[config.mk]
export PLATFORM = sky130hd
export DESIGN_NAME = regfile_port_arbiter_flat
export DESIGN_NICKNAME = d
export VERILOG_FILES = /design/src/rtl/regfile_port_arbiter_pkg.sv /design/src/rtl/regfile_port_arbiter_if.sv /design/src/rtl/regfile_port_arbiter_rr_scan.sv /design/src/rtl/regfile_port_arbiter.sv /design/src/flat_wrapper.sv
export SDC_FILE = /design/constraint.sdc
export NUM_CORES = 1
export LEC_CHECK = 0
export CAP_MARGIN = 40
export CORE_AREA = 4 4 132 134
export DETAILED_ROUTE_END_ITERATION = 7
export DIE_AREA = 0 0 136 138
export GPL_TIMING_DRIVEN = 1
export PLACE_DENSITY = 0.66
export SETUP_SLACK_MARGIN = 0.5
export SLEW_MARGIN = 30
export SYNTH_ARGS = -nofsm -noshare
export SYNTH_HDL_FRONTEND = slang
export SYNTH_SLANG_ARGS = --single-unit
[constraint.sdc]
create_clock -name clk -period 12.6 [get_ports clk]
set_input_delay 1.26 -clock clk [delete_from_list [all_inputs] [get_ports clk]]
set_output_delay 1.26 -clock clk [all_outputs]
set_load 0.005 [all_outputs]
[src/rtl/regfile_port_arbiter_pkg.sv]
// Shared types and defaults for the register-file port arbiter.
// The slot-tag owner field is sized for the largest supported requester count (8).
package regfile_pkg;

    localparam int RF_M    = 32;
    localparam int RF_N    = 32;
    localparam int OWNER_W = 3;

    typedef enum logic {
        INIT = 1'b0,
        RUN  = 1'b1
    } arb_state_t;

    typedef struct packed {
        logic               vld;
        logic [OWNER_W-1:0] owner;
        logic               byp;
    } slot_tag_t;

    // (base + off) mod modn, valid while both operands are below modn.
    function automatic int wrap_add(input int base, input int off, input int modn);
        int s;
        s = base + off;
        return (s >= modn) ? (s - modn) : s;
    endfunction

endpackage

[src/rtl/regfile_port_arbiter_if.sv]
// Requester-side bus of the register-file port arbiter: packed per-requester
// request lanes plus the one-cycle-late read response.
interface regfile_port_arbiter_if #(
    parameter int M    = 32,
    parameter int N    = 32,
    parameter int NREQ = 4
);
    localparam int AW = $clog2(M);

    logic [NREQ-1:0]    req_valid;
    logic [NREQ-1:0]    req_we;
    logic [NREQ*AW-1:0] req_addr;
    logic [NREQ*N-1:0]  req_wdata;
    logic [NREQ-1:0]    req_ready;
    logic [NREQ-1:0]    resp_valid;
    logic [N-1:0]       resp_data;
    logic [N-1:0]       resp_data2;

    modport master (
        output req_valid, req_we, req_addr, req_wdata,
        input  req_ready, resp_valid, resp_data, resp_data2
    );

    modport slave (
        input  req_valid, req_we, req_addr, req_wdata,
        output req_ready, resp_valid, resp_data, resp_data2
    );

endinterface

[src/rtl/regfile_port_arbiter_rr_scan.sv]
// Combinational round-robin finder: first and second set bits of a mask,
// scanning from i_ptr upward modulo NREQ, with their scan offsets.
module rr_scan
    import regfile_pkg::*;
#(
    parameter int NREQ = 4
) (
    input  logic [NREQ-1:0]         i_mask,
    input  logic [$clog2(NREQ)-1:0] i_ptr,
    output logic                    o_first_vld,
    output logic [$clog2(NREQ)-1:0] o_first_idx,
    output logic [$clog2(NREQ)-1:0] o_first_off,
    output logic                    o_second_vld,
    output logic [$clog2(NREQ)-1:0] o_second_idx,
    output logic [$clog2(NREQ)-1:0] o_second_off
);
    localparam int IW = $clog2(NREQ);

    // NOTE: every output gets a default before the loop so no latch is inferred.
    always_comb begin
        o_first_vld  = 1'b0;
        o_first_idx  = '0;
        o_first_off  = '0;
        o_second_vld = 1'b0;
        o_second_idx = '0;
        o_second_off = '0;
        for (int k = 0; k < NREQ; k++) begin
            if (i_mask[wrap_add(int'(i_ptr), k, NREQ)]) begin
                if (!o_first_vld) begin
                    o_first_vld = 1'b1;
                    o_first_idx = IW'(wrap_add(int'(i_ptr), k, NREQ));
                    o_first_off = IW'(k);
                end else if (!o_second_vld) begin
                    o_second_vld = 1'b1;
                    o_second_idx = IW'(wrap_add(int'(i_ptr), k, NREQ));
                    o_second_off = IW'(k);
                end
            end
        end
    end

endmodule

[src/rtl/regfile_port_arbiter.sv]
// Shares a 2-read/1-write register file among NREQ requesters after a zero sweep.
// Optional feature: define RF_WR_BYPASS_EN to forward same-cycle write data to reads.
module regfile_port_arbiter
    import regfile_pkg::*;
#(
    parameter int M    = RF_M,
    parameter int N    = RF_N,
    parameter int NREQ = 4
) (
    input  logic                 clk,
    input  logic                 rst_n,
    regfile_port_arbiter_if.slave bus,
    output logic                 init_done,
    output logic                 rf_we,
    output logic [$clog2(M)-1:0] rf_rw,
    output logic [N-1:0]         rf_data_in,
    output logic [$clog2(M)-1:0] rf_r1,
    output logic [$clog2(M)-1:0] rf_r2,
    input  logic [N-1:0]         rf_q1,
    input  logic [N-1:0]         rf_q2
);
    localparam int AW = $clog2(M);
    localparam int IW = $clog2(NREQ);

    arb_state_t      r_state, w_state_nxt;
    logic [AW-1:0]   r_init_cnt, w_init_cnt_nxt;
    logic            r_init_done, w_init_done_nxt;
    logic [IW-1:0]   r_ptr, w_ptr_nxt;
    slot_tag_t       r_tag0, r_tag1, w_tag0_nxt, w_tag1_nxt;
    logic [IW-1:0]   w_max_off;

    logic            w_run;
    logic [NREQ-1:0] w_wr_mask, w_rd_mask;
    logic            w_wr_vld, w_rd0_vld, w_rd1_vld;
    logic [IW-1:0]   w_wr_idx, w_wr_off, w_rd0_idx, w_rd0_off, w_rd1_idx, w_rd1_off;
    logic            w_unused_wr2_vld;
    logic [IW-1:0]   w_unused_wr2_idx, w_unused_wr2_off;

    assign w_run     = (r_state == RUN);
    assign w_wr_mask = bus.req_valid &  bus.req_we & {NREQ{w_run}};
    assign w_rd_mask = bus.req_valid & ~bus.req_we & {NREQ{w_run}};

    rr_scan #(.NREQ(NREQ)) u_wr_scan (
        .i_mask       (w_wr_mask),
        .i_ptr        (r_ptr),
        .o_first_vld  (w_wr_vld),
        .o_first_idx  (w_wr_idx),
        .o_first_off  (w_wr_off),
        .o_second_vld (w_unused_wr2_vld),
        .o_second_idx (w_unused_wr2_idx),
        .o_second_off (w_unused_wr2_off)
    );

    rr_scan #(.NREQ(NREQ)) u_rd_scan (
        .i_mask       (w_rd_mask),
        .i_ptr        (r_ptr),
        .o_first_vld  (w_rd0_vld),
        .o_first_idx  (w_rd0_idx),
        .o_first_off  (w_rd0_off),
        .o_second_vld (w_rd1_vld),
        .o_second_idx (w_rd1_idx),
        .o_second_off (w_rd1_off)
    );

    always_comb begin
        w_state_nxt     = r_state;
        w_init_cnt_nxt  = r_init_cnt;
        w_init_done_nxt = r_init_done;
        w_ptr_nxt       = r_ptr;
        w_tag0_nxt      = '0;
        w_tag1_nxt      = '0;
        w_max_off       = '0;
        bus.req_ready   = '0;
        rf_we           = 1'b0;
        rf_rw           = '0;
        rf_data_in      = '0;
        rf_r1           = '0;
        rf_r2           = '0;
        case (r_state)
            INIT: begin
                rf_we = 1'b1;
                rf_rw = r_init_cnt;
                if (r_init_cnt == AW'(M - 1)) begin
                    w_state_nxt     = RUN;
                    w_init_done_nxt = 1'b1;
                    w_init_cnt_nxt  = '0;
                end else begin
                    w_init_cnt_nxt = r_init_cnt + 1'b1;
                end
            end
            RUN: begin
                if (w_wr_vld) begin
                    bus.req_ready[w_wr_idx] = 1'b1;
                    rf_we      = 1'b1;
                    rf_rw      = bus.req_addr[w_wr_idx*AW +: AW];
                    rf_data_in = bus.req_wdata[w_wr_idx*N +: N];
                    w_max_off  = w_wr_off;
                end
                if (w_rd0_vld) begin
                    bus.req_ready[w_rd0_idx] = 1'b1;
                    rf_r1      = bus.req_addr[w_rd0_idx*AW +: AW];
                    w_tag0_nxt = '{vld: 1'b1, owner: OWNER_W'(w_rd0_idx), byp: 1'b0};
`ifdef RF_WR_BYPASS_EN
                    w_tag0_nxt.byp = w_wr_vld && (rf_rw == rf_r1);
`endif
                    if (w_rd0_off > w_max_off) w_max_off = w_rd0_off;
                end
                if (w_rd1_vld) begin
                    bus.req_ready[w_rd1_idx] = 1'b1;
                    rf_r2      = bus.req_addr[w_rd1_idx*AW +: AW];
                    w_tag1_nxt = '{vld: 1'b1, owner: OWNER_W'(w_rd1_idx), byp: 1'b0};
`ifdef RF_WR_BYPASS_EN
                    w_tag1_nxt.byp = w_wr_vld && (rf_rw == rf_r2);
`endif
                    if (w_rd1_off > w_max_off) w_max_off = w_rd1_off;
                end
                // Pointer moves just past the furthest granted requester in scan order.
                if (w_wr_vld || w_rd0_vld)
                    w_ptr_nxt = IW'(wrap_add(int'(r_ptr), int'(w_max_off) + 1, NREQ));
            end
        endcase
    end

    // NOTE: sequential state uses non-blocking assignments so all registers
    // sample their next values from the same pre-edge snapshot.
    always_ff @(posedge clk or negedge rst_n) begin
        if (!rst_n) begin
            r_state     <= INIT;
            r_init_cnt  <= '0;
            r_init_done <= 1'b0;
            r_ptr       <= '0;
            r_tag0      <= '0;
            r_tag1      <= '0;
        end else begin
            r_state     <= w_state_nxt;
            r_init_cnt  <= w_init_cnt_nxt;
            r_init_done <= w_init_done_nxt;
            r_ptr       <= w_ptr_nxt;
            r_tag0      <= w_tag0_nxt;
            r_tag1      <= w_tag1_nxt;
        end
    end

    assign init_done = r_init_done;

    always_comb begin
        bus.resp_valid = '0;
        for (int i = 0; i < NREQ; i++) begin
            if ((r_tag0.vld && r_tag0.owner == OWNER_W'(i)) ||
                (r_tag1.vld && r_tag1.owner == OWNER_W'(i)))
                bus.resp_valid[i] = 1'b1;
        end
    end

`ifdef RF_WR_BYPASS_EN
    logic [N-1:0] r_byp_data;

    always_ff @(posedge clk or negedge rst_n) begin
        if (!rst_n)
            r_byp_data <= '0;
        else if (rf_we)
            r_byp_data <= rf_data_in;
    end

    assign bus.resp_data  = !r_tag0.vld ? '0 : (r_tag0.byp ? r_byp_data : rf_q1);
    assign bus.resp_data2 = !r_tag1.vld ? '0 : (r_tag1.byp ? r_byp_data : rf_q2);
`else
    logic w_unused_byp;

    assign w_unused_byp   = r_tag0.byp | r_tag1.byp;
    assign bus.resp_data  = r_tag0.vld ? rf_q1 : '0;
    assign bus.resp_data2 = r_tag1.vld ? rf_q2 : '0;
`endif

endmodule

[src/flat_wrapper.sv]
// flat-port wrapper written by rule: the top's interface ports become plain ports
module regfile_port_arbiter_flat import regfile_pkg::*;
#(
    parameter int M    = RF_M,
    parameter int N    = RF_N,
    parameter int NREQ = 4
)
  (clk, rst_n, init_done, rf_we, rf_rw, rf_data_in, rf_r1, rf_r2, rf_q1, rf_q2, bus_req_valid, bus_req_we, bus_req_addr, bus_req_wdata, bus_req_ready, bus_resp_valid, bus_resp_data, bus_resp_data2);
  regfile_port_arbiter_if #(.M(M), .N(N), .NREQ(NREQ)) bus_i ();
  input  logic clk;
  input  logic rst_n;
  output logic init_done;
  output logic rf_we;
  output logic [$clog2(M)-1:0] rf_rw;
  output logic [N-1:0] rf_data_in;
  output logic [$clog2(M)-1:0] rf_r1;
  output logic [$clog2(M)-1:0] rf_r2;
  input  logic [N-1:0] rf_q1;
  input  logic [N-1:0] rf_q2;
  input wire logic [$bits(bus_i.req_valid)-1:0] bus_req_valid;
  input wire logic [$bits(bus_i.req_we)-1:0] bus_req_we;
  input wire logic [$bits(bus_i.req_addr)-1:0] bus_req_addr;
  input wire logic [$bits(bus_i.req_wdata)-1:0] bus_req_wdata;
  output wire logic [$bits(bus_i.req_ready)-1:0] bus_req_ready;
  output wire logic [$bits(bus_i.resp_valid)-1:0] bus_resp_valid;
  output wire logic [$bits(bus_i.resp_data)-1:0] bus_resp_data;
  output wire logic [$bits(bus_i.resp_data2)-1:0] bus_resp_data2;
  assign bus_i.req_valid = bus_req_valid;
  assign bus_i.req_we = bus_req_we;
  assign bus_i.req_addr = bus_req_addr;
  assign bus_i.req_wdata = bus_req_wdata;
  assign bus_req_ready = bus_i.req_ready;
  assign bus_resp_valid = bus_i.resp_valid;
  assign bus_resp_data = bus_i.resp_data;
  assign bus_resp_data2 = bus_i.resp_data2;
  regfile_port_arbiter #(.M(M), .N(N), .NREQ(NREQ)) u_core (.clk(clk), .rst_n(rst_n), .bus(bus_i), .init_done(init_done), .rf_we(rf_we), .rf_rw(rf_rw), .rf_data_in(rf_data_in), .rf_r1(rf_r1), .rf_r2(rf_r2), .rf_q1(rf_q1), .rf_q2(rf_q2));
endmodule
==> insert_results.sql <==
INSERT INTO impl_metrics (metric_group, metric, value, unit) VALUES
('critical_path', 'setup.worst_path.start_class', 'primary input', ''),
('timing', 'rsz0062_at_grt', 'false', ''),
('clock_tree', 'clkSlewWorstSetupHoldPaths', '0.05', 'ns'),
('finish', 'fin_nets', '1040', ''),
('critical_path', 'worstSetupEndpointType', 'output pin', ''),
('grt', 'gr-usage-all-layers', '23.1', '%'),
('timing', 'setup_failing_eps_final', '0', ''),
('yosys', 'register_area_share_after_synthesis', '9.06', '%'),
('critical_path', 'cp-startpoint', 'bus_req_valid[0]', ''),
('clock_tree', 'cts_resized', '0', ''),
('clock_tree', 'cts_tree', 'done', ''),
('yosys', 'synth_edf_count', '0', ''),
('power', 'clock_power_share', '3.9', '%'),
('grt', 'grt_max_degree', '47', ''),
('place', 'placement.setup.worst_slack', '5.29', 'ns'),
('timing', 'clock.fmax', '137', 'MHz'),
('routing', 'detail_route.first_pass.iterations', '5', ''),
('power', 'switching_share', '43.5', '%'),
('job', 'maxCapViolCount', '0', ''),
('yosys', 'synth-async-reset-ratio', '100', '%'),
('timing', 'final-hold-violation-count', '0', ''),
('timing', 'finalCritPeriodShare', '58.0', '%'),
('clock_tree', 'clk_latency', '0.25', 'ns'),
('timing', 'final.min_clock_period', '7.31', 'ns'),
('clock_tree', 'h-tree-depth', '1', ''),
('critical_path', 'worst_path_max_delay_cell', 'sky130_fd_sc_hd__clkdlybuf4s50_1', ''),
('status', 'run_status', 'completed', ''),
('die', 'die-area', '18800', 'µm²'),
('grt', 'grt_util_met2', '36.6', '%'),
('die', 'die_width', '136', 'µm'),
('power', 'vdd.ir_drop.worst', '0.000161', 'V'),
('timing', 'final_slew_viol_count', '0', ''),
('yosys', 'share_of_the_synthesized_area_in_the_top_cell_type', '20.7', '%'),
('timing', 'setup-tns-final', '0', 'ns'),
('yosys', 'syn-instance-count', '488', ''),
('place', 'detailed_placement_hpwl', '19.1', 'mm'),
('place', 'io_buffers', '342', ''),
('clock_tree', 'ctsRootBufferMaster', 'sky130_fd_sc_hd__clkbuf_16', ''),
('critical_path', 'timing.critical_path.buf_inv', '4', ''),
('yosys', 'synth_area_leaders', 'sky130_fd_sc_hd__mux4_2 21%, sky130_fd_sc_hd__and2_1 15%, sky130_fd_sc_hd__dfrtp_1 9.1%', ''),
('critical_path', 'worst-setup-path-type', 'primary input to output pin', ''),
('die', 'floorplan.rows', '47', ''),
('yosys', 'total_of_flip_flops_plus_latches_after_synthesis', '15', ''),
('clock_tree', 'numClockSinks', '15', ''),
('critical_path', 'critical-path-top-delay-family', 'buffers and inverters', ''),
('critical_path', 'crit-reg2reg-launch', 'u_core.r_ptr[0]', ''),
('timing', 'final_worst_slack', '5.29', 'ns'),
('power', 'power_leakage', '2.87', 'nW'),
('critical_path', 'critical_path_depth', '14', ''),
('yosys', 'yosys.cell_types.count', '74', ''),
('die', 'core', '16300', 'µm²'),
('place', 'globalplace.congestion', '0.916', ''),
('routing', 'detailroute.via_count', '5338', ''),
('timing', 'max_slew.worst_pin.slew', '0.766', 'ns'),
('die', 'floorplan.initialDensity', '25.4', '%'),
('grt', 'first_global_vias', '5249', ''),
('clock_tree', 'cts_hold_buf', '0', ''),
('routing', 'postRouteAntennaNets', '0', ''),
('power', 'seqPwrFrac', '5.2', '%'),
('critical_path', 'crit_path_end', 'rf_r1[3]', ''),
('critical_path', 'cp_required', '11.34', 'ns'),
('grt', 'global_route_wire_length_before_repair', '33.5', 'mm'),
('power', 'pwr_density_cell', '212', 'nW/µm²'),
('clock_tree', 'cts.repair_timing.setup_buffer_count', '0', ''),
('yosys', 'yosysMostFrequentCell', 'sky130_fd_sc_hd__and2_1', ''),
('yosys', 'syn_avg_cell_area', '8.49', 'µm²'),
('grt', 'grt_util_met3', '9.19', '%'),
('finish', 'layout-area-overhead-vs-synth', '88.2', '%'),
('timing', 'slew_headroom', '48.9', '%'),
('critical_path', 'worst_r2r_endpoint', 'u_core.r_ptr[1]', ''),
('critical_path', 'setup.reg_to_reg.worst_slack', '7.99', 'ns');
==> worst register-to-register path, delay by kind of cell, from the launching register on <==
| family | cells | cell delay [ns] |
|---|---|---|
| XOR/XNOR | 1 | 0.12 |
| AND/OR/NAND/NOR | 3 | 0.65 |
| flip-flops | 1 | 0.36 |
| adder cells (fa/ha/maj) | 3 | 0.98 |
| AO/OA/AOI/OAI | 8 | 1.74 |
| buffers and inverters | 3 | 0.65 |
==> power by group through the flow <==
stage / logic [mW] / registers [mW] / clock network [mW]
2_1_floorplan: 0.862 / 0.0700 / 0
3_3_place_gp: 1.49 / 0.0874 / 0
3_5_place_dp: 1.50 / 0.0889 / 0
4_1_cts: 1.51 / 0.0879 / 0.0656
5_1_grt: 1.64 / 0.0918 / 0.0674
6_report: 1.50 / 0.0858 / 0.0641
==> layout make-up <==
type,count,area [µm²]
sequential,15,377
timing repair buffer,350,3490
clock buffer,3,75.1
multi-input combinational,412,3500
clock inverter,1,7.51
antenna,1,2.50
fill,1570,8490
inverter,20,75.1
tap,220,275
==> routing by layer <==
layer	wire (µm)	share of wire, %
met2	10200	45
met3	2830	12
met5	119	0.52
met1	9440	41
met4	159	0.70
==> sequential cells by signal, indices dropped and copies added, names as in the netlist <==
register and count:
u_core.r_init_cnt 5, u_core.r_tag0 3, u_core.r_tag1 3, u_core.r_ptr 2, u_core.init_done 1, u_core.r_state 1
==> cell families after synthesis <==
family / synth area share (%)
adder cells (fa/ha/maj): 4.83
multiplexers: 25.0
AO/OA/AOI/OAI: 22.3
XOR/XNOR: 0.211
flip-flops: 9.06
AND/OR/NAND/NOR: 31.8
buffers and inverters: 6.82
==> cell usage in the layout (no fill, tap or decap), types with 3 or more instances in the layout <==
cell type,Yosys,final
sky130_fd_sc_hd__a32oi_1,3,3
sky130_fd_sc_hd__nor2_1,24,24
sky130_fd_sc_hd__and2_1,98,98
sky130_fd_sc_hd__nand2b_1,8,8
sky130_fd_sc_hd__a22oi_1,8,8
sky130_fd_sc_hd__o21ai_0,21,21
sky130_fd_sc_hd__a21o_1,5,5
sky130_fd_sc_hd__nand2_1,23,23
sky130_fd_sc_hd__nor3_1,10,10
sky130_fd_sc_hd__o22ai_1,7,7
sky130_fd_sc_hd__nand3_1,12,12
sky130_fd_sc_hd__nand3b_1,4,4
sky130_fd_sc_hd__nand4_1,6,6
sky130_fd_sc_hd__o211ai_1,4,4
sky130_fd_sc_hd__mux2i_1,6,6
sky130_fd_sc_hd__nor4_1,6,6
sky130_fd_sc_hd__and3b_1,3,3
sky130_fd_sc_hd__clkdlybuf4s50_1,0,342
sky130_fd_sc_hd__a211oi_1,8,8
sky130_fd_sc_hd__a21oi_1,14,14
sky130_fd_sc_hd__or4_1,4,4
sky130_fd_sc_hd__o2111ai_1,3,3
sky130_fd_sc_hd__nor2b_1,7,7
sky130_fd_sc_hd__buf_4,5,7
sky130_fd_sc_hd__inv_1,17,17
sky130_fd_sc_hd__mux4_2,38,38
sky130_fd_sc_hd__clkbuf_16,0,3
sky130_fd_sc_hd__dfrtp_1,15,14
sky130_fd_sc_hd__a22o_1,9,9
sky130_fd_sc_hd__ha_1,16,16
sky130_fd_sc_hd__mux2_2,6,6
sky130_fd_sc_hd__a31oi_1,7,6
sky130_fd_sc_hd__and3_1,5,5
==> worst min-delay path by stage <==
stage | startpoint | to | slack [ns] | cells after the start
floorplan | u_core.init_done | u_core.init_done | 0.45 | 1
global placement | u_core.init_done | u_core.init_done | 0.44 | 1
detailed placement | u_core.init_done | u_core.init_done | 0.46 | 1
CTS | u_core.init_done | u_core.init_done | 0.47 | 1
global route | u_core.init_done | u_core.init_done | 0.49 | 1
finish | u_core.init_done | u_core.init_done | 0.46 | 1
==> metrics by stage <==
stage | std cells | power [mW] | utilization [%] | hold WS, ns | cell area (µm²)
6_report | 1022 | 1.65 | 47.9 | 0.461 | 7800
5_1_grt | 1021 | 1.80 | 47.9 | 0.491 | 7800
4_1_cts | 1020 | 1.66 | 47.8 | 0.467 | 7780
3_5_place_dp | 1016 | 1.59 | 47.3 | 0.456 | 7700
3_3_place_gp | 1016 | 1.58 | 47.3 | 0.444 | 7700
2_1_floorplan | 488 | 0.932 | - | 0.451 | 4140
Note: power is estimated with default switching activity, not from simulation.
